[config.mk]
export PLATFORM = sky130hd
export DESIGN_NAME = tmds_decoder
export DESIGN_NICKNAME = d
export VERILOG_FILES = /design/src/rtl/tmds_decoder.sv
export SDC_FILE = /design/constraint.sdc
export NUM_CORES = 1
export LEC_CHECK = 0
export BUFFER_PORTS_ARGS = -buffer_cell sky130_fd_sc_hd__buf_2
export CAP_MARGIN = 0
export CORE_MARGIN = 8
export CORE_UTILIZATION = 57
export CTS_CLUSTER_SIZE = 40
export DETAILED_ROUTE_END_ITERATION = 6
export HOLD_SLACK_MARGIN = 0.06
export PLACE_DENSITY_LB_ADDON = 0.3
export SLEW_MARGIN = 10
export SYNTH_ARGS = -nofsm -noshare
export SYNTH_HDL_FRONTEND = slang
export SYNTH_SLANG_ARGS = --single-unit
[constraint.sdc]
create_clock -name clk_in -period 1.85 [get_ports clk_in]
set_input_delay 0.0925 -clock clk_in [delete_from_list [all_inputs] [get_ports clk_in]]
set_output_delay 0.0925 -clock clk_in [all_outputs]
set_load 0.005 [all_outputs]
[src/rtl/tmds_decoder.sv]
// TMDS receive decoder for one channel: token/data classification, 8b recovery and lock tracking.
// Build option: define TMDS_DISPARITY_CHECK_EN to add a running-disparity monitor on err_out.
module tmds_decoder #(
    parameter int LOCK_COUNT   = 8,
    parameter int MAX_DATA_RUN = 2200,
    parameter int DISP_LIMIT   = 16
) (
    input  logic       clk_in,
    input  logic       rst_n_in,
    input  logic [9:0] tmds_in,
    output logic [7:0] data_out,
    output logic [1:0] control_out,
    output logic       ve_out,
    output logic       locked_out,
    output logic       err_out
);
    localparam int TOK_W = $clog2(LOCK_COUNT + 1);
    localparam int RUN_W = $clog2(MAX_DATA_RUN + 2);

    localparam logic [9:0] TOK_00 = 10'b1101010100;
    localparam logic [9:0] TOK_01 = 10'b0010101011;
    localparam logic [9:0] TOK_10 = 10'b0101010100;
    localparam logic [9:0] TOK_11 = 10'b1010101011;

    typedef enum logic [1:0] {
        UNLOCKED = 2'd0,
        LOCKING  = 2'd1,
        LOCKED   = 2'd2
    } lock_state_t;

    logic [9:0]  tmds_q;
    logic        s1_vld_q;
    logic        s1_tok_q;
    logic [1:0]  s1_val_q;
    logic        tok_hit_d;
    logic [1:0]  tok_val_d;

    logic [7:0]  dec_x;
    logic [7:0]  dec_d;
    logic [7:0]  data_q;
    logic [1:0]  ctrl_q;
    logic        ve_q;
    logic        err_q;
    logic        err_d;

    lock_state_t      state_q, state_d;
    logic [TOK_W-1:0] tok_cnt_q, tok_cnt_d;
    logic [RUN_W-1:0] run_cnt_q, run_cnt_d;
    logic             lock_err;
    logic             disp_err;

    always_comb begin
        tok_hit_d = 1'b1;
        tok_val_d = 2'b00;
        case (tmds_in)
            TOK_00:  tok_val_d = 2'b00;
            TOK_01:  tok_val_d = 2'b01;
            TOK_10:  tok_val_d = 2'b10;
            TOK_11:  tok_val_d = 2'b11;
            default: tok_hit_d = 1'b0;
        endcase
    end

    // s1_vld_q keeps the reset-cleared S1 contents from ever reaching the outputs.
    always_ff @(posedge clk_in or negedge rst_n_in) begin
        if (!rst_n_in) begin
            tmds_q   <= '0;
            s1_vld_q <= 1'b0;
            s1_tok_q <= 1'b0;
            s1_val_q <= '0;
        end else begin
            tmds_q   <= tmds_in;
            s1_vld_q <= 1'b1;
            s1_tok_q <= tok_hit_d;
            s1_val_q <= tok_val_d;
        end
    end

    always_comb begin
        dec_x    = tmds_q[9] ? ~tmds_q[7:0] : tmds_q[7:0];
        dec_d    = '0;
        dec_d[0] = dec_x[0];
        for (int i = 1; i < 8; i++) begin
            dec_d[i] = tmds_q[8] ? (dec_x[i] ^ dec_x[i-1]) : ~(dec_x[i] ^ dec_x[i-1]);
        end
    end

    always_comb begin
        state_d   = state_q;
        tok_cnt_d = tok_cnt_q;
        run_cnt_d = run_cnt_q;
        lock_err  = 1'b0;
        if (s1_vld_q) begin
            case (state_q)
                UNLOCKED: begin
                    if (s1_tok_q) begin
                        tok_cnt_d = TOK_W'(1);
                        run_cnt_d = '0;
                        state_d   = (LOCK_COUNT <= 1) ? LOCKED : LOCKING;
                    end
                end
                LOCKING: begin
                    if (s1_tok_q) begin
                        if (tok_cnt_q != TOK_W'(LOCK_COUNT)) begin
                            tok_cnt_d = tok_cnt_q + 1'b1;
                        end
                        if (tok_cnt_q >= TOK_W'(LOCK_COUNT - 1)) begin
                            state_d   = LOCKED;
                            run_cnt_d = '0;
                        end
                    end else begin
                        state_d   = UNLOCKED;
                        tok_cnt_d = '0;
                    end
                end
                LOCKED: begin
                    if (s1_tok_q) begin
                        run_cnt_d = '0;
                    end else if (run_cnt_q == RUN_W'(MAX_DATA_RUN)) begin
                        state_d   = UNLOCKED;
                        tok_cnt_d = '0;
                        run_cnt_d = '0;
                        lock_err  = 1'b1;
                    end else begin
                        run_cnt_d = run_cnt_q + 1'b1;
                    end
                end
                default: begin
                    state_d   = UNLOCKED;
                    tok_cnt_d = '0;
                    run_cnt_d = '0;
                end
            endcase
        end
    end

`ifdef TMDS_DISPARITY_CHECK_EN
    localparam logic signed [8:0] LIM = 9'(DISP_LIMIT);

    logic signed [7:0] acc_q, acc_d;
    logic [3:0]        ones;
    logic signed [8:0] disp;
    logic signed [8:0] sum;
    logic signed [8:0] sat;

    // Symbol disparity is ones - zeros = 2*ones - 10.
    always_comb begin
        ones = 4'($countones(tmds_q));
        disp = $signed({4'b0000, ones, 1'b0}) - 9'sd10;
        sum  = $signed({acc_q[7], acc_q}) + disp;
        if (sum > 9'sd127) begin
            sat = 9'sd127;
        end else if (sum < -9'sd127) begin
            sat = -9'sd127;
        end else begin
            sat = sum;
        end
        acc_d    = acc_q;
        disp_err = 1'b0;
        if (s1_vld_q) begin
            if (s1_tok_q) begin
                acc_d = '0;
            end else if ((state_q == LOCKED) && ((sat > LIM) || (sat < -LIM))) begin
                disp_err = 1'b1;
                acc_d    = '0;
            end else begin
                acc_d = sat[7:0];
            end
        end
    end

    always_ff @(posedge clk_in or negedge rst_n_in) begin
        if (!rst_n_in) begin
            acc_q <= '0;
        end else begin
            acc_q <= acc_d;
        end
    end
`else
    // No accumulator in this build; a negative limit is meaningless so this is constant 0.
    assign disp_err = (DISP_LIMIT < 0);
`endif

    assign err_d = lock_err | disp_err;

    always_ff @(posedge clk_in or negedge rst_n_in) begin
        if (!rst_n_in) begin
            data_q    <= '0;
            ctrl_q    <= '0;
            ve_q      <= 1'b0;
            err_q     <= 1'b0;
            state_q   <= UNLOCKED;
            tok_cnt_q <= '0;
            run_cnt_q <= '0;
        end else begin
            err_q     <= err_d;
            state_q   <= state_d;
            tok_cnt_q <= tok_cnt_d;
            run_cnt_q <= run_cnt_d;
            if (s1_vld_q) begin
                ve_q <= ~s1_tok_q;
                if (s1_tok_q) begin
                    ctrl_q <= s1_val_q;
                end else begin
                    data_q <= dec_d;
                end
            end
        end
    end

    assign data_out    = data_q;
    assign control_out = ctrl_q;
    assign ve_out      = ve_q;
    assign err_out     = err_q;
    assign locked_out  = (state_q == LOCKED);

endmodule
Word level (Yosys, flattened, before mapping)

Index checks and enable logic that the tools add are counted.

Register bits after elaboration: 44
Bits in latches: 0
RAM bits: 0
ROM bits: 0
Input port bits: 12
Output and inout port bits: 13
Logic and storage cells: 84
Memories: 0

Add/subtract/negate cells: 2
Multiply operators: 0
Div/mod/pow operators: 0
Order comparisons: 1
Equality and inequality tests: 15
Shift operators: 0
Mux-type cells: 32
Bitwise logic cells: 16
Reductions and logical operators: 7

Operators with widths:

| cell                                                                                 | count |
|---|---|
| 12-bit two-way mux                                                                   | 5 |
| 12-bit case mux with 3 select lines                                                  | 1 |
| 10-bit == test (second input constant)                                               | 2 |
| 4-bit two-way mux                                                                    | 5 |
| 12-bit by 1-bit adder with 12-bit output (second input constant)                     | 1 |
| 12-bit == test (second input constant)                                               | 1 |
| 1-bit two-way mux                                                                    | 12 |
| 2-bit case mux with 3 select lines                                                   | 2 |
| 4-bit case mux with 3 select lines                                                   | 1 |
| 10-bit by 8-bit == test with 1-bit output (second input constant)                    | 1 |
| 10-bit by 9-bit == test with 1-bit output (second input constant)                    | 1 |
| 2-bit two-way mux                                                                    | 5 |
| 5-bit AND reduction                                                                  | 2 |
| 8-bit two-way mux                                                                    | 1 |
| 2-bit inequality test (second input constant)                                        | 4 |
| 1-bit inverter                                                                       | 8 |
| 8-bit inverter                                                                       | 1 |
| 1-bit XOR                                                                            | 7 |
| 3-bit inequality test (second input constant)                                        | 2 |
| 4-bit by 1-bit adder with 4-bit output (second input constant)                       | 1 |
| 4-bit by 3-bit greater-or-equal comparator with 1-bit output (second input constant) | 1 |
| 4-bit inequality test (second input constant)                                        | 1 |
| 2-bit AND reduction                                                                  | 2 |
| 4-bit AND reduction                                                                  | 1 |
| other kinds (5)                                                                      | 5 |

Logic depth before layout (Yosys ltp)

Gate-level depths: netlist (run 1).

Depth in word-level cells: 5
Mapped depth: 7
Mapped depth without buffers: 6

Worst setup path after synthesis (run 1)

OpenSTA, ideal clock, no wires.

Path kind: reg-to-reg
Start point: register run_cnt_q[0]
End point: register tok_cnt_q[0]
Setup time: 0.124 ns
Arrival time: 1.522 ns
Slack: 0.204 ns
Stages on the path, launching flop included: 7
Buffers on the path: 0
Cells stage by stage: dfrtp_1 -> inv_1 -> ha_1 -> nor4b_4 -> nand4_4 -> and2_4 -> a211o_1

Longest elaborated chain between the ends: 3

Ends and longest elaborated chain:

| element                                                           | line | RTL |
|---|---|---|
| from (decl)                                                       | 48   | `logic [RUN_W-1:0] run_cnt_q, run_cnt_d;` |
| from (signal assigned)                                            | 199  | `run_cnt_q <= run_cnt_d;` |
| 12-bit == test                                                    | 119  | `end else if (run_cnt_q == RUN_W'(MAX_DATA_RUN)) begin` |
| 2-bit by 1-bit inequality test with 1-bit output (no source line) | --   |  |
| 5-bit AND reduction (no source line)                              | --   |  |
| to (signal assigned)                                              | 198  | `tok_cnt_q <= tok_cnt_d;` |
| to (decl)                                                         | 47   | `logic [TOK_W-1:0] tok_cnt_q, tok_cnt_d;` |

Every way passes these cells.
A chain may end at the register's enable or synchronous reset.

Worst setup path in the final report (run 1)

Same ends and word-level chain as after synthesis.

==> results_dict.tcl, run 1 <==
set metrics [dict create \
    cp.required_ps 2050 \
    fmax_ghz 0.570 \
    worst_slew_pin_slew_ps 532 \
    num_vias 1689 \
    arrival_ps 1950 \
    ios 25 \
    synth-main-ff-cell "dfrtp_1" \
    wl_per_cell_um 15.9 \
    cts_hold_buf 11 \
    period_needed_ps 1750 \
    grt_setup_unrepaired "false" \
    cp_top_family "simple AND/OR/NAND/NOR gates" \
    synth_top_area_share_pct 51.0 \
    cts_max_path_buffers 2 \
    wirelength_um 4690 \
    syn_area_per_cell_um2 10.6 \
    crit_cells 6 \
    pre_cts_slack_ps 99.1 \
    syn-num-nets 220 \
    cts_buffers 5 \
    fin_crit_sh_pct 94.8 \
    ir_drop_mv 0.612 \
    dr.pass1.iters 4 \
    area_growth_pct 21.5 \
    clock-sinks 44 \
    cts-resized-gates 0 \
    place_congestion 0.949 \
    grt_antenna_before_repair 0 \
    final_core_util_pct 71.6 \
    root_buffer "clkbuf_8" \
    worst_path_largest_cell_delay_ps 410 \
    die_x_um 77.5 \
    synth.area.top_cells "dfrtp_1 51%, xnor2_1 4.9%, a31oi_1 4.6%, nand3_1 3.7%, o21ai_0 3.2%" \
    layout-drive-gt1-share_pct 22.7 \
    finalSetupViolCount 0 \
    critPathKind "register to register" \
    clock_skew_ps 8.27 \
    timing.max_cap.violations 0 \
    synthCells 204 \
    ys_seq_area_share_pct 51.0 \
    fp.dieArea_mm2 0.00601 \
    n_fill_cell 262 \
    clk_transition_reported_paths_ps 80 \
    drc 0 \
    grtUsageTotal_pct 16.5 \
    viasPerCell 5.73 \
    final_area_mm2 0.00262 \
    cts_tree "yes" \
    drtIter0Drc 118 \
    grt_pass1_vias 1682 \
    netlist_top_cells_count "44 x dfrtp_1, 18 x nand2_1, 16 x a31oi_1, 16 x nand3_1, 14 x o21ai_0" \
    die_y_um 77.5 \
    yosys_register_bits 44 \
    crit_buf_inv 1 \
    clk_latency_ps 300 \
    timing.rr.start "run_cnt_q[0]$_DFFE_PN0P_" \
    ant_nets 0 \
    initial_core_util_pct 58.9 \
    rows 22 \
    yosysTopAreaCell "dfrtp_1" \
    grt_pass1_wl_um 7980 \
    placed_cell_area_mm2 0.00238 \
    start_kind "register" \
    synth.most_common_cell "dfrtp_1" \
    power.density_mw_per_mm2 789 \
    core_area_mm2 0.00366 \
    whs_ps 386 \
    async_flop_share_pct 100 \
    timing.rr.end "tok_cnt_q[0]$_DFFE_PN0P_" \
    status "finished, final reports clean" \
    reg2reg_slack_ps 100 \
    layout_setup_ws_ps 96.9 \
    crit_path_top_delay_cell "dfrtp_1" \
    synth-edff-count 0 \
    cp_cell_sequence "inv_1 -> ha_1 -> nor4b_4 -> nand4_4 -> and2_4 -> a211o_1" \
    ctsHtreeMaxLevel 2 \
    end_kind "register" \
    cts_setup_buffers 0 \
    antenna_cells 0 \
    grt-ovfl-total 0 \
    maxSlewViolCount 0 \
    ys_types 44 \
    synth_warnings 0 \
    final_cells 295 \
    crit_fanout 6 \
    finalHoldViolCount 0 \
    port_buffers 24 \
    power_mw 2.07 \
    dp_hpwl_um 3050 \
    rr_worst_depth 6 \
    worst_hold_path_type "primary input to asynchronous set/reset pin" \
    final_nets 263 \
    grt_max_degree 45 \
    finalSetupTns_ps 0 \
    place_inst 277 \
    slew_headroom_pct 64.6 \
    p_leak_nw 1.19 \
    synth_area_mm2 0.00216 \
]
[kinds of logic after synthesis]
group | synth area share, %
fa+ha+maj | 2.32
buf+inv | 4.06
mux | 1.51
other cells | 0.174
simple gates | 19.5
flops | 51.0
xor+xnor | 4.87
compound gates | 16.5
[how the worst max path moves through the flow]
stage	start	endpoint	slack, ps
finish	run_cnt_q[0]$_DFFE_PN0P_	tok_cnt_q[0]$_DFFE_PN0P_	100
global placement	run_cnt_q[0]$_DFFE_PN0P_	tok_cnt_q[0]$_DFFE_PN0P_	150
floorplan	run_cnt_q[0]$_DFFE_PN0P_	tok_cnt_q[0]$_DFFE_PN0P_	200
CTS	run_cnt_q[0]$_DFFE_PN0P_	tok_cnt_q[0]$_DFFE_PN0P_	90
global route	run_cnt_q[0]$_DFFE_PN0P_	tok_cnt_q[0]$_DFFE_PN0P_	5
detailed placement	run_cnt_q[0]$_DFFE_PN0P_	tok_cnt_q[0]$_DFFE_PN0P_	100
[worst min-delay path: cells and delay by family]
kind     cells  cell delay (ps)
buf+inv      3             1050
[metal layers]
layer | global-route usage, % | share of wire [%] | vias to the layer above
met4 | 5.66 | 1.1 | 0
met5 | 0 | 0 | -
met2 | 26.1 | 47 | 48
met1 | 20.8 | 46 | 808
met3 | 5.30 | 5.8 | 7
li1 | - | - | 826
[where the power goes]
| part | switching (mW) | leakage [nW] | total (mW) | internal [mW] |
|---|---|---|---|---|
| Sequential | 0.0295 | 0.571 | 1.03 | 1.01 |
| Combinational | 0.0878 | 0.550 | 0.177 | 0.0888 |
| Clock | 0.325 | 0.0642 | 0.856 | 0.531 |
[area by class of cell]
cell class,count,area [um^2],share of cell area [%]
Tap cell,48,60.1,2.29
Clock inverter,2,60.1,2.29
Timing Repair Buffer,47,320,12.2
Inverter,11,41.3,1.58
Clock buffer,5,68.8,2.63
Multi-Input combinational cell,138,968,37.0
Sequential cell,44,1100,42.0
[placed cells by master, fill, tap and decap left out, types with 4 or more instances in the layout]
cell type / n
buf_2: 24
a41oi_1: 5
o211ai_1: 4
xnor2_1: 12
ha_1: 4
inv_1: 11
nand2_1: 18
dlygate4sd3_1: 11
dfrtp_1: 44
buf_4: 12
nor3_1: 4
clkbuf_8: 5
nand3_1: 16
nand4_1: 6
a31oi_1: 16
o21ai_0: 14
[flip-flops by register name (all words and copies together), names as in the netlist]
signal       count
run_cnt_q       12
tmds_q          10
data_out         8
tok_cnt_q        4
control_out      2
s1_val_q         2
state_q          2
err_out          1
s1_tok_q         1
s1_vld_q         1
ve_out           1
(Power assumes the default switching activity.)
==> inputs of run 2 (changes only) <==
--- a/config.mk
+++ b/config.mk
@@ -12,7 +12,7 @@
 export CTS_CLUSTER_SIZE = 40
 export DETAILED_ROUTE_END_ITERATION = 6
 export HOLD_SLACK_MARGIN = 0.06
-export PLACE_DENSITY_LB_ADDON = 0.3
+export PLACE_DENSITY_LB_ADDON = 0.25
 export SLEW_MARGIN = 10
 export SYNTH_ARGS = -nofsm -noshare
 export SYNTH_HDL_FRONTEND = slang
==> results_dict.tcl, run 2 (synthesis results as in run 1) <==
set metrics [dict create \
    status "finished, final reports clean" \
    grtUsageTotal_pct 15.9 \
    start_kind "register" \
    mostFrequentLayoutCells "44 x dfrtp_1, 24 x buf_2, 18 x nand2_1" \
    period_needed_ps 1800 \
    die_x_um 77.5 \
    crit_fanout 5 \
    p_sw_mw 0.423 \
    fp.dieArea_mm2 0.00601 \
    ios 25 \
    area_growth_pct 24.8 \
    final_common_cell "dfrtp_1" \
    cts_tree "yes" \
    wirelength_um 4690 \
    final_nets 264 \
    wl_per_cell_um 15.8 \
    clk_latency_ps 280 \
    grt-ovfl-total 0 \
    finalSetupTns_ps 0 \
    comb_power_share_pct 8.7 \
    maxSlewViolCount 0 \
    antenna_cells 0 \
    dp_hpwl_um 3220 \
    worst_slew_pin_slew_ps 617 \
    grt_max_degree 29 \
    num_vias 1748 \
    port_buffers 24 \
    cts_buffers 5 \
    critPathKind "register to register" \
    cts_max_path_buffers 2 \
    fmax_ghz 0.556 \
    multi_input_area_mm2 0.00103 \
    arrival_ps 1960 \
    layout-drive-gt1-share_pct 25.4 \
    clk_transition_reported_paths_ps 80 \
    slew_headroom_pct 58.9 \
    grt_antenna_before_repair 0 \
    root_buffer "clkbuf_8" \
    clkPwrFrac_pct 40.7 \
    clock_skew_ps 2.06 \
    core_area_mm2 0.00366 \
    drc 0 \
    viasPerCell 5.91 \
    initial_core_util_pct 58.9 \
    timing.max_cap.violations 0 \
    share_seq_of_total_power_pct 50.6 \
    clock-sinks 44 \
    register_area_mm2 0.00110 \
    power.density_mw_per_mm2 761 \
    finalHoldViolCount 0 \
    largest_reg_flops 12 \
    place_congestion 0.874 \
    whs_ps 353 \
    swShare_pct 20.6 \
    p_int_mw 1.63 \
    grt_pass1_vias 1697 \
    dr.pass1.iters 4 \
    fin_crit_sh_pct 97.2 \
    cp.required_ps 2010 \
    rows 22 \
    drtIter0Drc 174 \
    ir_drop_mv 0.505 \
    n_fill_cell 231 \
    top_register "run_cnt_q" \
    p_leak_nw 1.21 \
    ctsHtreeMaxLevel 2 \
    grt_pass1_wl_um 7940 \
    die_y_um 77.5 \
    end_kind "register" \
    worst_hold_path_type "primary input to asynchronous set/reset pin" \
    finalSetupViolCount 0 \
    ant_nets 0 \
]
## run 2: changes by cell type in the layout (fill, tap and decap cells not counted), sizes merged
cell	previous run	this run
buf	36	37
## run 2: layout make-up
type	instances	area share (%)
flip-flops and latches	44	40.9
multi-input cells	138	38.2
repair buffers	48	12.3
clock buffers	5	2.56
clock inverters	2	2.23
well taps	48	2.23
inverters	11	1.53
## run 2: final timing paths
path                                          startpoint                    endpoint  slack, ps  depth (start not counted)
worst max-delay path            run_cnt_q[1]$_DFFE_PN0P_    tok_cnt_q[1]$_DFFE_PN0P_         50                          7
worst min-delay path                            rst_n_in   run_cnt_q[10]$_DFFE_PN0P_        350                          2
worst max register to register  run_cnt_q[1]$_DFFE_PN0P_    tok_cnt_q[1]$_DFFE_PN0P_         50                          7
worst min register to register     s1_val_q[0]$_DFF_PN0_  control_out[0]$_DFFE_PN0P_        480                          1
max in group asynchronous                       rst_n_in     data_out[6]$_DFFE_PN0P_        940                          3
min in group clk_in                           tmds_in[5]         tmds_q[5]$_DFF_PN0_        480                          2
## run 2: critical path, cell delays in order, from the launching register on
cell and delay (ps):
dfrtp_1 420, inv_2 100, ha_4 130, nor4b_4 330, nand4_4 190, buf_6 170
a32oi_2 210, o32ai_4 120
## run 2: timing repair
action                                 in CTS  in global routing
endpoints found under the hold margin      37                  0
hold buffers                               11                  0
setup endpoints to repair                   0                 14
setup buffers                               0                  4
resized for setup                           0                 11
## run 2: per-layer routing
layer  GRT usage [%]  part of all wire, %  up-vias
met3            4.61                  5.3       10
met2            26.6                   51       52
li1                -                    -      836
met4            6.42                  1.7        0
met5               0                    0        -
met1            18.6                   42      850
## run 2: through the flow
step	setup WS, ps	utilization (%)	cells	cell area [um^2]	total power, mW
floorplan	204	-	204	2160	1.12
global placement	148	64.4	274	2360	1.21
detailed placement	39.9	64.4	274	2360	1.22
CTS	9.05	71.0	292	2600	2.06
global route	-27.8	73.5	296	2690	2.14
finish	52.1	73.5	296	2690	2.05
## run 2: power groups by stage
stage	combinational [mW]	clock [mW]	sequential [mW]
global route	0.200	0.895	1.04
finish	0.178	0.834	1.04
floorplan	0.0677	0	1.06
CTS	0.178	0.849	1.04
detailed placement	0.161	0	1.05
global placement	0.154	0	1.05
==> inputs of run 3 (changes only) <==
--- a/config.mk
+++ b/config.mk
@@ -5,6 +5,7 @@
 export SDC_FILE = /design/constraint.sdc
 export NUM_CORES = 1
 export LEC_CHECK = 0
+export ABC_AREA = 1
 export BUFFER_PORTS_ARGS = -buffer_cell sky130_fd_sc_hd__buf_2
 export CAP_MARGIN = 0
 export CORE_MARGIN = 8
==> results_dict.tcl, run 3 <==
set metrics [dict create \
    synthCells 261 \
    final_core_util_pct 70.3 \
    period_needed_ps 1670 \
    clkPwrFrac_pct 29.2 \
    worst_hold_path_type "primary input to asynchronous set/reset pin" \
    synth.area.top_cells "dfrtp_1 50%, nand2_1 11%, inv_1 5.6%, o21ai_0 4.5%, xnor2_1 4.0%" \
    ios 25 \
    layout-drive-gt1-share_pct 16.2 \
    p_leak_nw 1.25 \
    viasPerCell 5.21 \
    wirelength_um 4600 \
    p_int_mw 1.44 \
    cts_buffers 5 \
    syn-num-nets 277 \
    core_area_mm2 0.00369 \
    dr.pass1.iters 4 \
    num_vias 1827 \
    die_y_um 78.2 \
    final_nets 318 \
    clk_latency_ps 300 \
    grt_max_degree 24 \
    grt-ovfl-total 0 \
    swShare_pct 30.6 \
    fp.dieArea_mm2 0.00611 \
    initial_core_util_pct 59.8 \
    comb_power_share_pct 18.7 \
    crit_buf_inv 1 \
    cts_hold_buf 11 \
    drc 0 \
    maxSlewViolCount 0 \
    netlist_top_cells_count "64 x nand2_1, 44 x dfrtp_1, 33 x inv_1, 21 x nor2_1, 20 x o21ai_0" \
    synth_warnings 0 \
    share_seq_of_total_power_pct 52.1 \
    wl_per_cell_um 13.1 \
    largest_reg_flops 12 \
    finalSetupViolCount 0 \
    status "finished, final reports clean" \
    port_buffers 24 \
    arrival_ps 1860 \
    dp_hpwl_um 3270 \
    yosys_register_bits 44 \
    syn_area_per_cell_um2 8.45 \
    yosysTopAreaCell "dfrtp_1" \
    top_register "run_cnt_q" \
    finalSetupTns_ps 0 \
    p_sw_mw 0.634 \
    start_kind "register" \
    ant_nets 0 \
    gr-usage-met3_pct 4.90 \
    timing.max_cap.violations 0 \
    cp_cell_sequence "ha_1 -> nand2_2 -> nand2_1 -> nand2_1 -> a21oi_4 -> o21ai_0 -> nand2_1 -> inv_1" \
    cp.required_ps 2040 \
    n_fill_cell 296 \
    timing.rr.end "run_cnt_q[3]$_DFFE_PN0P_" \
    end_kind "register" \
    synth-edff-count 0 \
    use_met2_pct 28.1 \
    synth_area_mm2 0.00220 \
    ir_drop_mv 0.677 \
    worst_slew_pin_slew_ps 514 \
    async_flop_share_pct 100 \
    fin_crit_sh_pct 90.1 \
    fmax_ghz 0.600 \
    gr-max-usage-layer "met2" \
    ys_seq_area_share_pct 49.9 \
    finalHoldViolCount 0 \
    ctsHtreeMaxLevel 2 \
    antenna_cells 0 \
    place_congestion 0.870 \
    grt_pass1_wl_um 8030 \
    cpMostUsedCell "nand2_1" \
    cts_setup_buffers 0 \
    ys_types 31 \
    gr-usage-met1_pct 18.4 \
    root_buffer "clkbuf_8" \
    pre_cts_slack_ps 209 \
    synth.most_common_cell "nand2_1" \
    die_x_um 78.2 \
    clock-sinks 44 \
    power.density_mw_per_mm2 800 \
    clock_skew_ps 6.05 \
    cts-resized-gates 0 \
    worst_path_largest_cell_delay_ps 420 \
    timing.rr.start "tok_cnt_q[0]$_DFFE_PN0P_" \
    grtUsageTotal_pct 16.1 \
    area_growth_pct 17.5 \
    synth-main-ff-cell "dfrtp_1" \
    grt_setup_unrepaired "false" \
    layout_setup_ws_ps 184 \
    drtIter0Drc 111 \
    cp_top_family "compound AO/OA/AOI/OAI gates" \
    grt_antenna_before_repair 0 \
    reg2reg_slack_ps 180 \
    critPathKind "register to register" \
    slew_headroom_pct 65.7 \
    cts_max_path_buffers 2 \
    crit_start "tok_cnt_q[0]$_DFFE_PN0P_" \
    crit_path_top_delay_cell "dfrtp_1" \
    cts_tree "yes" \
    crit_fanout 17 \
    rows 22 \
    synth_top_area_share_pct 49.9 \
    clk_transition_reported_paths_ps 90 \
    mostFrequentLayoutCells "64 x nand2_1, 44 x dfrtp_1, 33 x inv_1" \
    final_common_cell "nand2_1" \
    rr_worst_depth 8 \
    grt_pass1_vias 1787 \
]
## run 3: cell types whose count changed in the layout (fill, tap and decap cells not counted), sizes merged, moves of 4 or more
cell / previous run / this run
o21ai: 15 / 21
inv: 11 / 34
nand2: 18 / 70
buf: 37 / 27
o211ai: 4 / 0
a41oi: 5 / 0
a31oi: 16 / 1
nand3: 17 / 11
a21oi: 1 / 5
nor2: 3 / 25
nand4: 7 / 12
and3: 4 / 0
nor3: 4 / 8
## run 3: worst register-to-register path, cell delays in order (launching register included)
cell and delay [ps]:
dfrtp_1 420, ha_1 200, nand2_2 70, nand2_1 80, nand2_1 100, a21oi_4 390, o21ai_0 170, nand2_1 90
inv_1 40
## run 3: worst max path at each step
stage / end / cells past startpoint
2_1_floorplan: run_cnt_q[6]$_DFFE_PN0P_ / 9
3_3_place_gp: run_cnt_q[5]$_DFFE_PN0P_ / 8
3_5_place_dp: run_cnt_q[8]$_DFFE_PN0P_ / 8
4_1_cts: run_cnt_q[5]$_DFFE_PN0P_ / 8
5_1_grt: run_cnt_q[3]$_DFFE_PN0P_ / 8
6_report: run_cnt_q[3]$_DFFE_PN0P_ / 8
## run 3: layout make-up
class                           instances  area (um^2)  area share, %
Tap cell                               48         60.1           2.32
Sequential cell                        44         1100           42.5
Inverter                               34          128           4.93
Multi-Input combinational cell        179          948           36.6
Clock inverter                          2         16.3          0.628
Timing Repair Buffer                   38          265           10.2
Clock buffer                            6         72.6           2.80
## run 3: per-layer routing
metal  share of wire, %  wire length, um  vias to the layer above
met5                  0                0                        -
met4                1.1               49                        0
met3                4.8              221                        4
met2                 51             2370                       41
met1                 43             1960                      861
li1                   -                -                      921
## run 3: metrics by stage
stage               instances  power, mW  area, um^2  hold WS, ps
floorplan                 261       1.35        2200         -203
global placement          332       1.45        2390         83.5
detailed placement        332       1.47        2390         93.7
CTS                       351       2.09        2590          313
global route              351       2.18        2590          339
finish                    351       2.07        2590          301
## run 3: cells by family (layout without fill, tap and decap cells)
kind of cell | after synthesis | count (layout) | share of synthesized area, %
and+or+nand+nor | 129 | 129 | 26.7
DFF | 44 | 44 | 49.9
buffers and inverters | 38 | 80 | 7.04
AOI/OAI and AO/OA | 30 | 30 | 7.72
xor gates and xnor gates | 13 | 13 | 5.16
adders and majority gates | 4 | 4 | 2.27
muxes | 2 | 2 | 1.02
other | 1 | 1 | 0.170
## run 3: power groups by stage
| stage | Clock (mW) | Combinational (mW) | Sequential [mW] |
|---|---|---|---|
| floorplan | 0 | 0.257 | 1.09 |
| global placement | 0 | 0.357 | 1.10 |
| detailed placement | 0 | 0.368 | 1.10 |
| CTS | 0.615 | 0.388 | 1.08 |
| global route | 0.654 | 0.435 | 1.09 |
| finish | 0.605 | 0.388 | 1.08 |
